==> config.mk <==
export PLATFORM = sky130hd
export DESIGN_NAME = serial_chain_io
export DESIGN_NICKNAME = d
export VERILOG_FILES = /design/src/rtl/serial_chain_io.sv
export SDC_FILE = /design/constraint.sdc
export NUM_CORES = 1
export LEC_CHECK = 0
export ABC_AREA = 1
export BUFFER_PORTS_ARGS = -buffer_cell sky130_fd_sc_hd__buf_4
export CORE_MARGIN = 3
export CORE_UTILIZATION = 35
export CTS_CLUSTER_DIAMETER = 200
export DETAILED_ROUTE_END_ITERATION = 16
export PLACE_DENSITY = 0.64
export SLEW_MARGIN = 20
export SYNTH_ARGS = -nofsm -noshare
export SYNTH_HDL_FRONTEND = slang
export SYNTH_SLANG_ARGS = --single-unit
==> constraint.sdc <==
create_clock -name clk -period 3 [get_ports clk]
set_input_delay 0 -clock clk [delete_from_list [all_inputs] [get_ports clk]]
set_output_delay 0 -clock clk [all_outputs]
set_load 0.02 [all_outputs]
==> src/rtl/serial_chain_io.sv <==
// Drives a 74HC595 output chain and reads a 74HC165 input chain over one shared serial clock.
// Frame = (WIDTH+2)*2*DIV clk cycles; start is ignored while busy, and rx_data/done follow the latch period.
module serial_chain_io #(
  parameter int WIDTH = 16,
  parameter int DIV   = 4
) (
  input  logic             clk,
  input  logic             reset,
  input  logic             start,
  input  logic             auto_refresh,
  input  logic [WIDTH-1:0] tx_data,
  output logic [WIDTH-1:0] rx_data,
  output logic             rx_valid,
  output logic             busy,
  output logic             done,
  output logic             ser_clk,
  output logic             ser_out,
  input  logic             ser_in,
  output logic             load_n,
  output logic             latch
);

  localparam int DW = (DIV > 1) ? $clog2(DIV) : 1;
  localparam int BW = (WIDTH > 1) ? $clog2(WIDTH) : 1;
  localparam logic [DW-1:0] DIV_LAST = DW'(DIV - 1);
  localparam logic [BW-1:0] BIT_LAST = BW'(WIDTH - 1);

  typedef enum logic [1:0] {IDLE, LOAD, SHIFT, LATCH} state_t;

  state_t           state, state_nxt;
  logic [DW-1:0]    div_cnt;
  logic             half;
  logic [BW-1:0]    bit_cnt;
  logic [WIDTH-1:0] shadow;
  logic [WIDTH-1:0] capture;
  logic             period_end;
  logic             sample;

  // half=0 is the low half of a bit period, half=1 the high half
  assign period_end = half && (div_cnt == DIV_LAST);
  assign sample     = (state == SHIFT) && half && (div_cnt == '0);

  always_ff @(posedge clk or posedge reset) begin
    if (reset) state <= IDLE;
    else       state <= state_nxt;
  end

  always_comb begin
    state_nxt = state;
    busy      = 1'b1;
    ser_clk   = 1'b0;
    ser_out   = 1'b0;
    load_n    = 1'b1;
    latch     = 1'b0;
    case (state)
      IDLE: begin
        busy = 1'b0;
        if (start || auto_refresh) state_nxt = LOAD;
      end
      LOAD: begin
        load_n = 1'b0;
        if (period_end) state_nxt = SHIFT;
      end
      SHIFT: begin
        ser_clk = half;
        ser_out = shadow[WIDTH-1];
        if (period_end && (bit_cnt == BIT_LAST)) state_nxt = LATCH;
      end
      LATCH: begin
        latch   = 1'b1;
        ser_out = shadow[WIDTH-1];
        if (period_end) state_nxt = IDLE;
      end
      default: state_nxt = IDLE;
    endcase
  end

  always_ff @(posedge clk or posedge reset) begin
    if (reset) begin
      div_cnt  <= '0;
      half     <= 1'b0;
      bit_cnt  <= '0;
      shadow   <= '0;
      capture  <= '0;
      rx_data  <= '0;
      done     <= 1'b0;
      rx_valid <= 1'b0;
    end else begin
      done     <= 1'b0;
      rx_valid <= 1'b0;
      if (state == IDLE) begin
        div_cnt <= '0;
        half    <= 1'b0;
        bit_cnt <= '0;
        if (start || auto_refresh) shadow <= tx_data;
      end else begin
        if (div_cnt == DIV_LAST) begin
          div_cnt <= '0;
          half    <= ~half;
        end else begin
          div_cnt <= div_cnt + 1'b1;
        end
        if (sample) capture <= (capture << 1) | WIDTH'(ser_in);
        // the last bit is not shifted away so ser_out holds it through LATCH
        if ((state == SHIFT) && period_end && (bit_cnt != BIT_LAST)) begin
          shadow  <= shadow << 1;
          bit_cnt <= bit_cnt + 1'b1;
        end
        if ((state == LATCH) && period_end) begin
          rx_data  <= capture;
          done     <= 1'b1;
          rx_valid <= 1'b1;
        end
      end
    end
  end

endmodule

==> results of run 1 <==
critical path: stages, from the launching register on:
cell,delay (ps)
sky130_fd_sc_hd__dfrtp_1,390
sky130_fd_sc_hd__inv_1,80
sky130_fd_sc_hd__ha_1,220
sky130_fd_sc_hd__inv_2,370
sky130_fd_sc_hd__nand3_2,530
sky130_fd_sc_hd__o21ai_0,340
cells in the mapped netlist (3+ instances only):
| cell type | n |
|---|---|
| sky130_fd_sc_hd__nand3_2 | 3 |
| sky130_fd_sc_hd__inv_1 | 30 |
| sky130_fd_sc_hd__buf_2 | 9 |
| sky130_fd_sc_hd__buf_4 | 3 |
| sky130_fd_sc_hd__o21ai_1 | 6 |
| sky130_fd_sc_hd__nand4_1 | 3 |
| sky130_fd_sc_hd__dfrtp_1 | 58 |
| sky130_fd_sc_hd__nand3_1 | 22 |
| sky130_fd_sc_hd__nand2_1 | 129 |
| sky130_fd_sc_hd__nor2_1 | 6 |
| sky130_fd_sc_hd__ha_1 | 7 |
| sky130_fd_sc_hd__o21ai_0 | 26 |
repair_timing:
| item | in CTS | in global routing |
|---|---|---|
| endpoints found under the hold margin | 59 | 0 |
| setup buffers | 0 | 0 |
| endpoints found under the setup margin | 0 | 0 |
| hold buffers | 18 | 0 |
flip-flops by register name, summed over array words and instances, names as in the netlist:
name,cells
shadow,16
done,1
capture,16
rx_data,16
bit_cnt,4
div_cnt,2
half,1
state,2
metrics by stage:
step | std cells | instance area, um2 | setup slack (ps)
global placement | 444 | 3020 | 1040
floorplan | 314 | 2640 | 1570
CTS | 477 | 3380 | 947
global route | 477 | 3380 | 700
detailed placement | 444 | 3020 | 954
finish | 477 | 3380 | 958
metal layers:
metal / part of all wire (%) / track usage, %
met5: 0 / 0
met4: 1.8 / 5.49
met3: 4.3 / 3.82
met2: 47 / 20.3
met1: 47 / 16.7
final cells by class:
cell class / count / area, um2 / share of cell area, %
sequential: 58 / 1450 / 42.9
multi-input combinational: 211 / 990 / 29.3
timing repair buffer: 63 / 518 / 15.3
clock buffer: 9 / 124 / 3.66
tap: 99 / 124 / 3.66
inverter: 31 / 116 / 3.44
clock inverter: 6 / 58.8 / 1.74
power by group through the flow:
stage,logic [mW],clock network (mW),registers [mW]
6_report,0.850,0.674,1.03
5_1_grt,0.979,0.736,1.04
4_1_cts,0.860,0.693,1.02
3_5_place_dp,0.837,0,1.04
3_3_place_gp,0.825,0,1.03
2_1_floorplan,0.655,0,1.02
worst min-delay path by stage:
stage / endpoint / slack [ps] / depth (start not counted)
2_1_floorplan: shadow[0] / 150 / 2
3_3_place_gp: rx_data[0] / 250 / 2
3_5_place_dp: rx_data[3] / 250 / 2
4_1_cts: shadow[0] / 50 / 5
5_1_grt: shadow[0] / 90 / 5
6_report: shadow[0] / 70 / 5
cells by family after synthesis:
kind of cell	after synthesis	synth area share (%)
flip-flops	58	55.0
AND/OR/NAND/NOR	168	27.0
adder cells (fa/ha/maj)	7	3.32
AO/OA/AOI/OAI	36	7.16
buffers and inverters	45	7.54
==> metrics list, run 1 <==
- Sequential cells burn 40.2% of the power.
- The core region is 7290 um2.
* Synthesized netlist net count: 342
- Gates resized during post-CTS repair numbered 0.
* Worst Min Path Start: start
- Data on the critical path is required at its endpoint by 3230 ps.
- In the routed design, unresolved DRC markers number 0.
- Clk Latency, worst-skew pair: 330 ps
* Routed WL: 5120 um
- Setup repair after global routing left no endpoint under its margin.
- Synthesis handed over a netlist of 314 instances.
- Cells fill 46.4% of the core in the end.
* Capturing instance or port of the critical path: capture[4]
* CTS clk-pin slew, worst paths: 60 ps
- Count of standard-cell rows: 31
- The repair_antennas step left the layout with diodes totalling 0.
- Vias per inst: 4.49
- In this run the worst hold path is classified as in2reg.
- Summed over all nets, the switching power comes to 933 uW.
- The detailed router finished its first iteration with 104 violations.
* Asr flop ratio synth: 100%
- The number of pins exceeding their max-slew limit in the final report was 0.
* Total Nets Final: 402
- Nature of the critical path startpoint: register
- Worst Path Class, Setup: reg2reg
- Yosys mapped a number of flops with a built-in enable equal to 0.
- Clock tree synthesis selected as its root buffer the cell sky130_fd_sc_hd__clkbuf_8.
- Time the worst path needs with I/O delays and setup: 2040 ps
- R2R Path Start: state[0]
- First-pass DRT Iterations: 5
- Effective utilization at floorplan: 36.2%
* FF-to-FF setup slack: 960 ps
- Of all nets on the critical path, the largest fanout is 32.
* Total gr overflow: 0
- The floorplan step defined a die boundary enclosing 8620 um2.
- Detailed placement ended at an HPWL of 3380 um.
* Number of sinks driven by the clock tree: 58
* Skew final: 12.7 ps
* R2R Path End: capture[4]
- Summing the sequential cell areas from Yosys gives 55.0% of the chip area.
- The clock passes through at most 2 buffers.
* Post-synth design cell area: 2640 um2
- The synthesized design spends more area on one cell type than any other, namely sky130_fd_sc_hd__dfrtp_1.
- The detail route stage leaves a number of antenna-violating nets equal to 0.
* Power Density: 754 nW/um2
- Of the total power, the clock network draws 26.4%.
* Post-detailed-route wirelength per cell: 10.7 um
- Number of max-cap violations: 0
- Share of the cycle needed by the critical path after routing: 68.1%
- Final setup viols: 0
- Net switching fraction of the power: 36.6%
- The number of global-route vias before repair is 2018.
* Maximum level of the CTS H-tree: 3
- IR analysis of the VDD net gives a maximum drop of 0.320 mV.
- Library cells used by synthesis: 24
- The average instance in the mapped netlist occupies 8.41 um2.
- Worst slew slack as a fraction of its limit: 41.4%
- Entering global routing, the biggest net connects 44 pins.
* Vertical die dimension: 92.9 um
- LEAKAGE: 1.78 nW
- Crit path launch: state[0]
- Hold is met by 69.1 ps.
- Worst Max-Slew Pin Slew: 878 ps
- Number of register bits inferred by synthesis: 58
* Status: completed
- In the final layout, the share of cells above drive strength 1 is 18.3%.
* Clock buffers created by TritonCTS: 9
- Total global routing track utilization: 13.0%
* Worst Reg-to-Reg Cells: 5
- STA classifies the critical path endpoint as a register.
- Internal power component: 1.62 mW
* Commonest non-fill, non-tap cell in the layout: sky130_fd_sc_hd__nand2_1
* Main area contributors after synthesis: sky130_fd_sc_hd__dfrtp_1 55%, sky130_fd_sc_hd__nand2_1 18%, sky130_fd_sc_hd__o21ai_0 4.9%
- Summed over all failing endpoints, the final setup total negative slack is 0 ps.
- Initial antenna violation count: 0
- Timing would allow up to 490 MHz.
- The share of total power dissipated in combinational logic is 33.4%.
* Area Overhead vs Synth: 28.1%
- The most used flip-flop cell after synthesis is sky130_fd_sc_hd__dfrtp_1.
* Width of the die: 92.9 um
* Count of input and output buffers: 43
- After filler insertion, the fill cell instance count of the layout stands at 736.
* Worst EP arrival: 2270 ps
* Clock tree from TritonCTS: done
- Total I/O pin count: 44
- The count of endpoints failing hold in the final timing report was 0.
- Number of warnings reported in the yosys synthesis log: 0
- The first global-routing pass estimated 8940 um of wire.
- Via count of the routed design: 2143
- Leaving out fill and tap cells, the most frequent cells in the layout are 129 x sky130_fd_sc_hd__nand2_1, 58 x sky130_fd_sc_hd__dfrtp_1, 45 x sky130_fd_sc_hd__buf_4.
- At the end of routability-driven placement, the weighted congestion stood at 0.765.
* Total Power: 2.55 mW
* Top-area cell type share of the netlist area: 55.0%
No activity file was read; power rests on OpenSTA's default activity.
==> run 2, diff against run 1 <==
Clock period 3 ns to 1.88 ns, I/O delays scaled along.
==> metrics list, run 2 (synthesis results as in run 1) <==
* Worst Setup End Kind: output pin
- The flow ran to the end, and the final reports show no timing, DRC or antenna violations.
- The path class of the tightest hold or removal check is in2reg.
- Area of the multi-input gates: 990 um2
* Fraction of final layout cells with drive strength greater than 1: 19.0%
* Total gr overflow: 0
- Final instance area: 3470 um2
- The library cell used most frequently in the layout, excluding fill and tap cells, is sky130_fd_sc_hd__nand2_1.
* Highest attainable clock frequency: 595 MHz
- In this design, the stage delay of the slowest critical-path cell is 400 ps.
* Largest net degree at the start of global routing: 59
* Effective utilization at floorplan: 36.2%
- Most used cells in the layout excluding fill and tap cells: 129 x sky130_fd_sc_hd__nand2_1, 58 x sky130_fd_sc_hd__dfrtp_1, 49 x sky130_fd_sc_hd__buf_4
- Most frequent cell on the critical path: sky130_fd_sc_hd__buf_4
- Worst slew slack as a fraction of its limit: 66.7%
* CTS Root Buffer Type: sky130_fd_sc_hd__clkbuf_8
- Port buffering added 43 buffers.
- Crit path launch: state[0]
* Maximum level of the CTS H-tree: 3
* Power Density: 1240 nW/um2
- The die is 92.9 um tall.
- Traced cell by cell, the critical path runs through inv_1 > ha_1 > inv_2 > buf_4 > buf_4.
* Post-detailed-route wirelength per cell: 11.0 um
- From left edge to right edge, the die measures 92.9 um.
- The count of endpoints failing hold in the final timing report is 0.
- After detailed routing, the number of remaining DRC violations is 0.
- The clock arrives with 7.56 ps of skew.
* Master of the slowest instance on the critical path: sky130_fd_sc_hd__dfrtp_1
* Total global routing track utilization: 13.6%
- Setup total negative slack on the finished layout was measured at 0 ps.
- In the routed layout, each cell is associated on average with a via count of 4.50.
- Number of sinks driven by the clock tree: 58
* Clock buffers created by TritonCTS: 9
- Initial antenna violation count: 0
* Routed WL: 5330 um
- The number of antenna diodes in the final layout is 0.
- The critical path is of the reg2out type.
- Family of cells with the greatest summed delay on the critical path: buffers and inverters
* Die ar.: 8620 um2
* CTS clk-pin slew, worst paths: 60 ps
* Clock tree from TritonCTS: done
- Dpl cell area: 3070 um2
* First-pass DRT Iterations: 5
- After floorplanning, the core was divided into 31 placement rows.
- The count of nets left with antenna violations once routing finished came out at 0.
- In this run the critical register-to-register path is launched from state[0].
- The number of global-route vias before repair is 2101.
* Share of the cycle needed by the critical path after routing: 89.4%
- Area Overhead vs Synth: 31.4%
- After filler insertion, the fill cell instance count of the layout stands at 741.
* Nature of the critical path startpoint: register
* Worst-path maximum fanout: 13
- Top Registers: capture: 16 flops, rx_data: 16 flops, shadow: 16 flops
- Once the clock tree was built, the resizer swapped 0 gates to a different size.
- The net count of the finished layout is 407.
- Total count of max-transition violations in the final report: 0
- The detailed router finished its first iteration with 137 violations.
- For the worst setup path, the data arrival time is 1680 ps.
* Via count of the routed design: 2174
- Wire length of the first global-routing pass: 9310 um
- The number of buffers and inverters on the critical path is 4.
* Worst EP required: 1880 ps
- Clk Latency, worst-skew pair: 330 ps
* Floorplan Core Area: 7290 um2
* Unrepaired setup endpoints after global routing: false
* LEAKAGE: 1.81 nW
- Total I/O pin count: 44
- Across the VDD grid, the largest voltage drop is 0.382 mV.
- FF-to-FF setup slack: 270 ps
* Placed wire-length estimate: 3450 um
* Area taken by flip-flops and latches: 1450 um2
* Final setup viols: 0
- Worst Min Path Start: auto_refresh
* Final weighted congestion in routability-driven placement: 0.771
- Across the run, the number of max-cap violations was 0.
- After layout, the minimum clock period comes to 1680 ps.
* Max Root-Sink Buffers: 2
- Worst Max-Slew Pin Slew: 499 ps
-- run 2: cell types whose count changed in the layout (fill, tap and decap cells not counted), moves of 2 or more --
cell,previous run,this run
sky130_fd_sc_hd__clkbuf_1,0,2
sky130_fd_sc_hd__clkinvlp_4,0,2
sky130_fd_sc_hd__buf_4,45,49
sky130_fd_sc_hd__clkinv_2,4,0
-- run 2: per-layer routing --
metal / up-vias / share of wire, % / global-route usage, %
met2: 38 / 49 / 22.0
met4: 0 / 0.58 / 6.11
met3: 2 / 3.8 / 3.90
met1: 1028 / 46 / 16.8
met5: - / 0 / 0
li1: 1106 / - / -
-- run 2: layout make-up --
type	count	share of cell area (%)
repair buffers	68	16.4
well taps	99	3.57
clock buffers	12	4.18
clock inverters	4	2.16
multi-input cells	211	28.5
inverters	31	3.35
flip-flops and latches	58	41.8
-- run 2: stage by stage --
stage               setup slack [ps]  utilization, %  cells  total power, mW  hold WS [ps]
finish                           200            47.6    483             4.31          92.3
global route                    81.6            47.6    483             4.67           129
CTS                              163            47.6    483             4.37          68.8
detailed placement               270            42.1    449             3.05          91.4
global placement                 329            42.1    449             3.03          89.4
floorplan                        452               -    314             2.68           145
-- run 2: tightest hold or removal path, delay by kind of cell --
kind / cells / cell delay, ps
buffers and inverters: 1 / 90
and+or+nand+nor: 4 / 300
-- run 2: power breakdown --
| part | leakage [nW] | internal, mW | switching, mW |
|---|---|---|---|
| Clock | 0.103 | 0.783 | 0.474 |
| Sequential | 0.780 | 1.50 | 0.142 |
| Combinational | 0.925 | 0.540 | 0.878 |
| Total | 1.81 | 2.82 | 1.49 |
-- run 2: repair_timing --
item                                   4_1_cts  5_1_grt
endpoints found under the hold margin       75        0
buffers inserted                             0        0
hold buffers                                18        0
-- run 2: worst paths after layout --
check                                   to  depth (start not counted)
max in group asynchronous       bit_cnt[2]                          4
worst min register to register  div_cnt[0]                          1
min in group asynchronous       capture[3]                          4
worst max register to register   shadow[2]                          7
worst max-delay path                  busy                          5
worst min-delay path             shadow[0]                          5
==> run 3, diff against run 2 <==
==> constraint.sdc (replaced) <==
create_clock -name clk -period 1.88 [get_ports clk]
set_input_delay 0.282 -clock clk [delete_from_list [all_inputs] [get_ports clk]]
set_output_delay 0.282 -clock clk [all_outputs]
set_load 0.02 [all_outputs]
==> metrics list, run 3 (synthesis results as in run 1) <==
- Along the worst path, the maximum fanout reaches 12.
- Vertical die dimension: 92.9 um
* Global routing met3 resource utilization: 2.60%
- Maximum level of the CTS H-tree: 3
- Number of max-cap violations: 0
- Number of buffers and inverters on the critical path: 4
* Iter 0 DRT Violations: 106
- Max rail drop VDD: 0.392 mV
- Worst slew slack as a fraction of its limit: 76.1%
- The clock net in this run drives a total of 58 sinks.
- Global routing consumed, on the met2 layer, 20.5% of the routing resources.
- The top cell types in the final layout, fill and taps aside, are 129 x sky130_fd_sc_hd__nand2_1, 58 x sky130_fd_sc_hd__dfrtp_1, 49 x sky130_fd_sc_hd__buf_4.
- Final Hold Viols: 3
- Overall power consumption after layout is estimated at 4.30 mW.
- Setup violations remaining at the end of the flow were counted as 0.
- After floorplanning, the core was divided into 31 placement rows.
- The most numerous cell type found on the critical path is sky130_fd_sc_hd__buf_4.
- Before antenna repair, the detailed router went through 4 iterations.
* Clk Latency, worst-skew pair: 340 ps
- The number of antenna diodes in the final layout is 0.
- The floorplan step set the die width to 92.9 um.
- In this design, the largest share of critical-path delay is due to buffers and inverters.
* Post-Route Utilization: 45.1%
* Time the worst path needs with I/O delays and setup: 1740 ps
- Clock-pin slew was measured on the worst setup and hold paths at 60 ps.
- Entering global routing, the biggest net connects 59 pins.
- The worst setup path is captured at an output pin.
* Unrepaired setup endpoints after global routing: false
- Total Nets Final: 389
* Number of nets still failing antenna checks after routing: 0
- Worst EP arrival: 1460 ps
- For this run, global-route usage on met1 was measured as 16.7%.
- Via count of the routed design: 2085
- Power Density: 1310 nW/um2
- By startpoint and endpoint, the worst setup path is classified as reg2out.
- List of cells traversed by the critical path: inv_1 > ha_1 > inv_4 > buf_4 > buf_4
- Area Overhead vs Synth: 24.7%
- Worst Max-Slew Pin Slew: 358 ps
* Wire length of the first global-routing pass: 8940 um
- Leaving out fill and tap cells, the most frequent cell in the layout is sky130_fd_sc_hd__nand2_1.
* Total global routing track utilization: 13.1%
- Summed over all failing endpoints, the final setup total negative slack is 0 ps.
- Violations in the final reports: hold timing
- Worst hold margin: -7.47 ps
- In the final routed layout, each cell accounts on average for 10.9 um.
- Initial antenna violation count: 0
* Share of the cycle needed by the critical path after routing: 92.7%
* Nature of the critical path startpoint: register
- Highest attainable clock frequency: 574 MHz
- Vias per inst: 4.48
* Worst EP required: 1600 ps
* Worst path depth: 5
* Fraction of final layout cells with drive strength greater than 1: 19.9%
* Max Root-Sink Buffers: 2
* Effective utilization at floorplan: 36.2%
- Total gr overflow: 0
- After global routing, the most crowded layer is met2.
- Skew final: 7.62 ps
* Remaining design rule violation count: 0
* Top Registers: capture: 16 flops, rx_data: 16 flops, shadow: 16 flops
* Placed wire-length estimate: 3420 um
- Summed over all cells, the static leakage comes to 1.73 nW.
- Count of input and output buffers: 43
- For this run, the slowest stage of the critical path takes 400 ps.
* Number of buffers inserted for hold repair after clock tree synthesis: 0
- Routed WL: 5050 um
* Path category of the worst min-delay check: in2async
* Master of the slowest instance on the critical path: sky130_fd_sc_hd__dfrtp_1
- Worst Reg-to-Reg Cells: 8
* Clock tree from TritonCTS: done
- For this design the top-level I/O count stands at 44.
* Number of global-route vias before repair: 2039
- The floorplan step defined a die boundary enclosing 8620 um2.
- Counting the buffers created by CTS gives 9.
- The number of pins exceeding their max-slew limit in the final report came to 0.
* Floorplan Core Area: 7290 um2
- Status: finished, violations left
- The congestion estimate from routability-driven global placement came to 0.769.
- CTS Root Buffer Type: sky130_fd_sc_hd__clkbuf_8
run 3: worst min-delay path, cell delays in order:
cell                     delay [ps]
sky130_fd_sc_hd__buf_4          110
sky130_fd_sc_hd__inv_2           50
sky130_fd_sc_hd__buf_12         270
run 3: worst paths after layout:
kind	start	endpoint	slack [ps]
worst max-delay path	state[0]	busy	140
worst min-delay path	reset	capture[3]	-7
worst max register to register	state[0]	shadow[2]	230
worst min register to register	div_cnt[0]	div_cnt[0]	460
max in group asynchronous	reset	half	1640
min in group clk	tx_data[0]	shadow[0]	180
run 3: repair_timing:
item	CTS	global route
setup buffers	1	0
endpoints found under the setup margin	1	0
resized for setup	1	0
run 3: final cells by class:
class                      count  area (um2)
sequential                    58        1450
tap                           99         124
clock inverter                 4        75.1
timing repair buffer          50         388
clock buffer                  12         145
multi-input combinational    211         990
inverter                      31         119
fill                         750        4000
run 3: metrics by stage:
step | setup WS (ps) | cells | cell area [um2]
2_1_floorplan | 170 | 314 | 2640
3_3_place_gp | 308 | 448 | 3060
3_5_place_dp | 261 | 448 | 3060
4_1_cts | 119 | 465 | 3290
5_1_grt | 60.4 | 465 | 3290
6_report | 137 | 465 | 3290
run 3: layer usage:
metal  vias to the layer above  share of wire [%]
li1                       1074                  -
met1                       963                 47
met2                        39                 47
met3                         9                3.3
met4                         0                2.7
met5                         -                  0
run 3: report_power, final:
group / switching (mW) / leakage, nW / internal (mW) / total [mW]
sequential: 0.143 / 0.780 / 1.50 / 1.64
combinational: 0.878 / 0.850 / 0.518 / 1.40
clock: 0.483 / 0.103 / 0.783 / 1.27
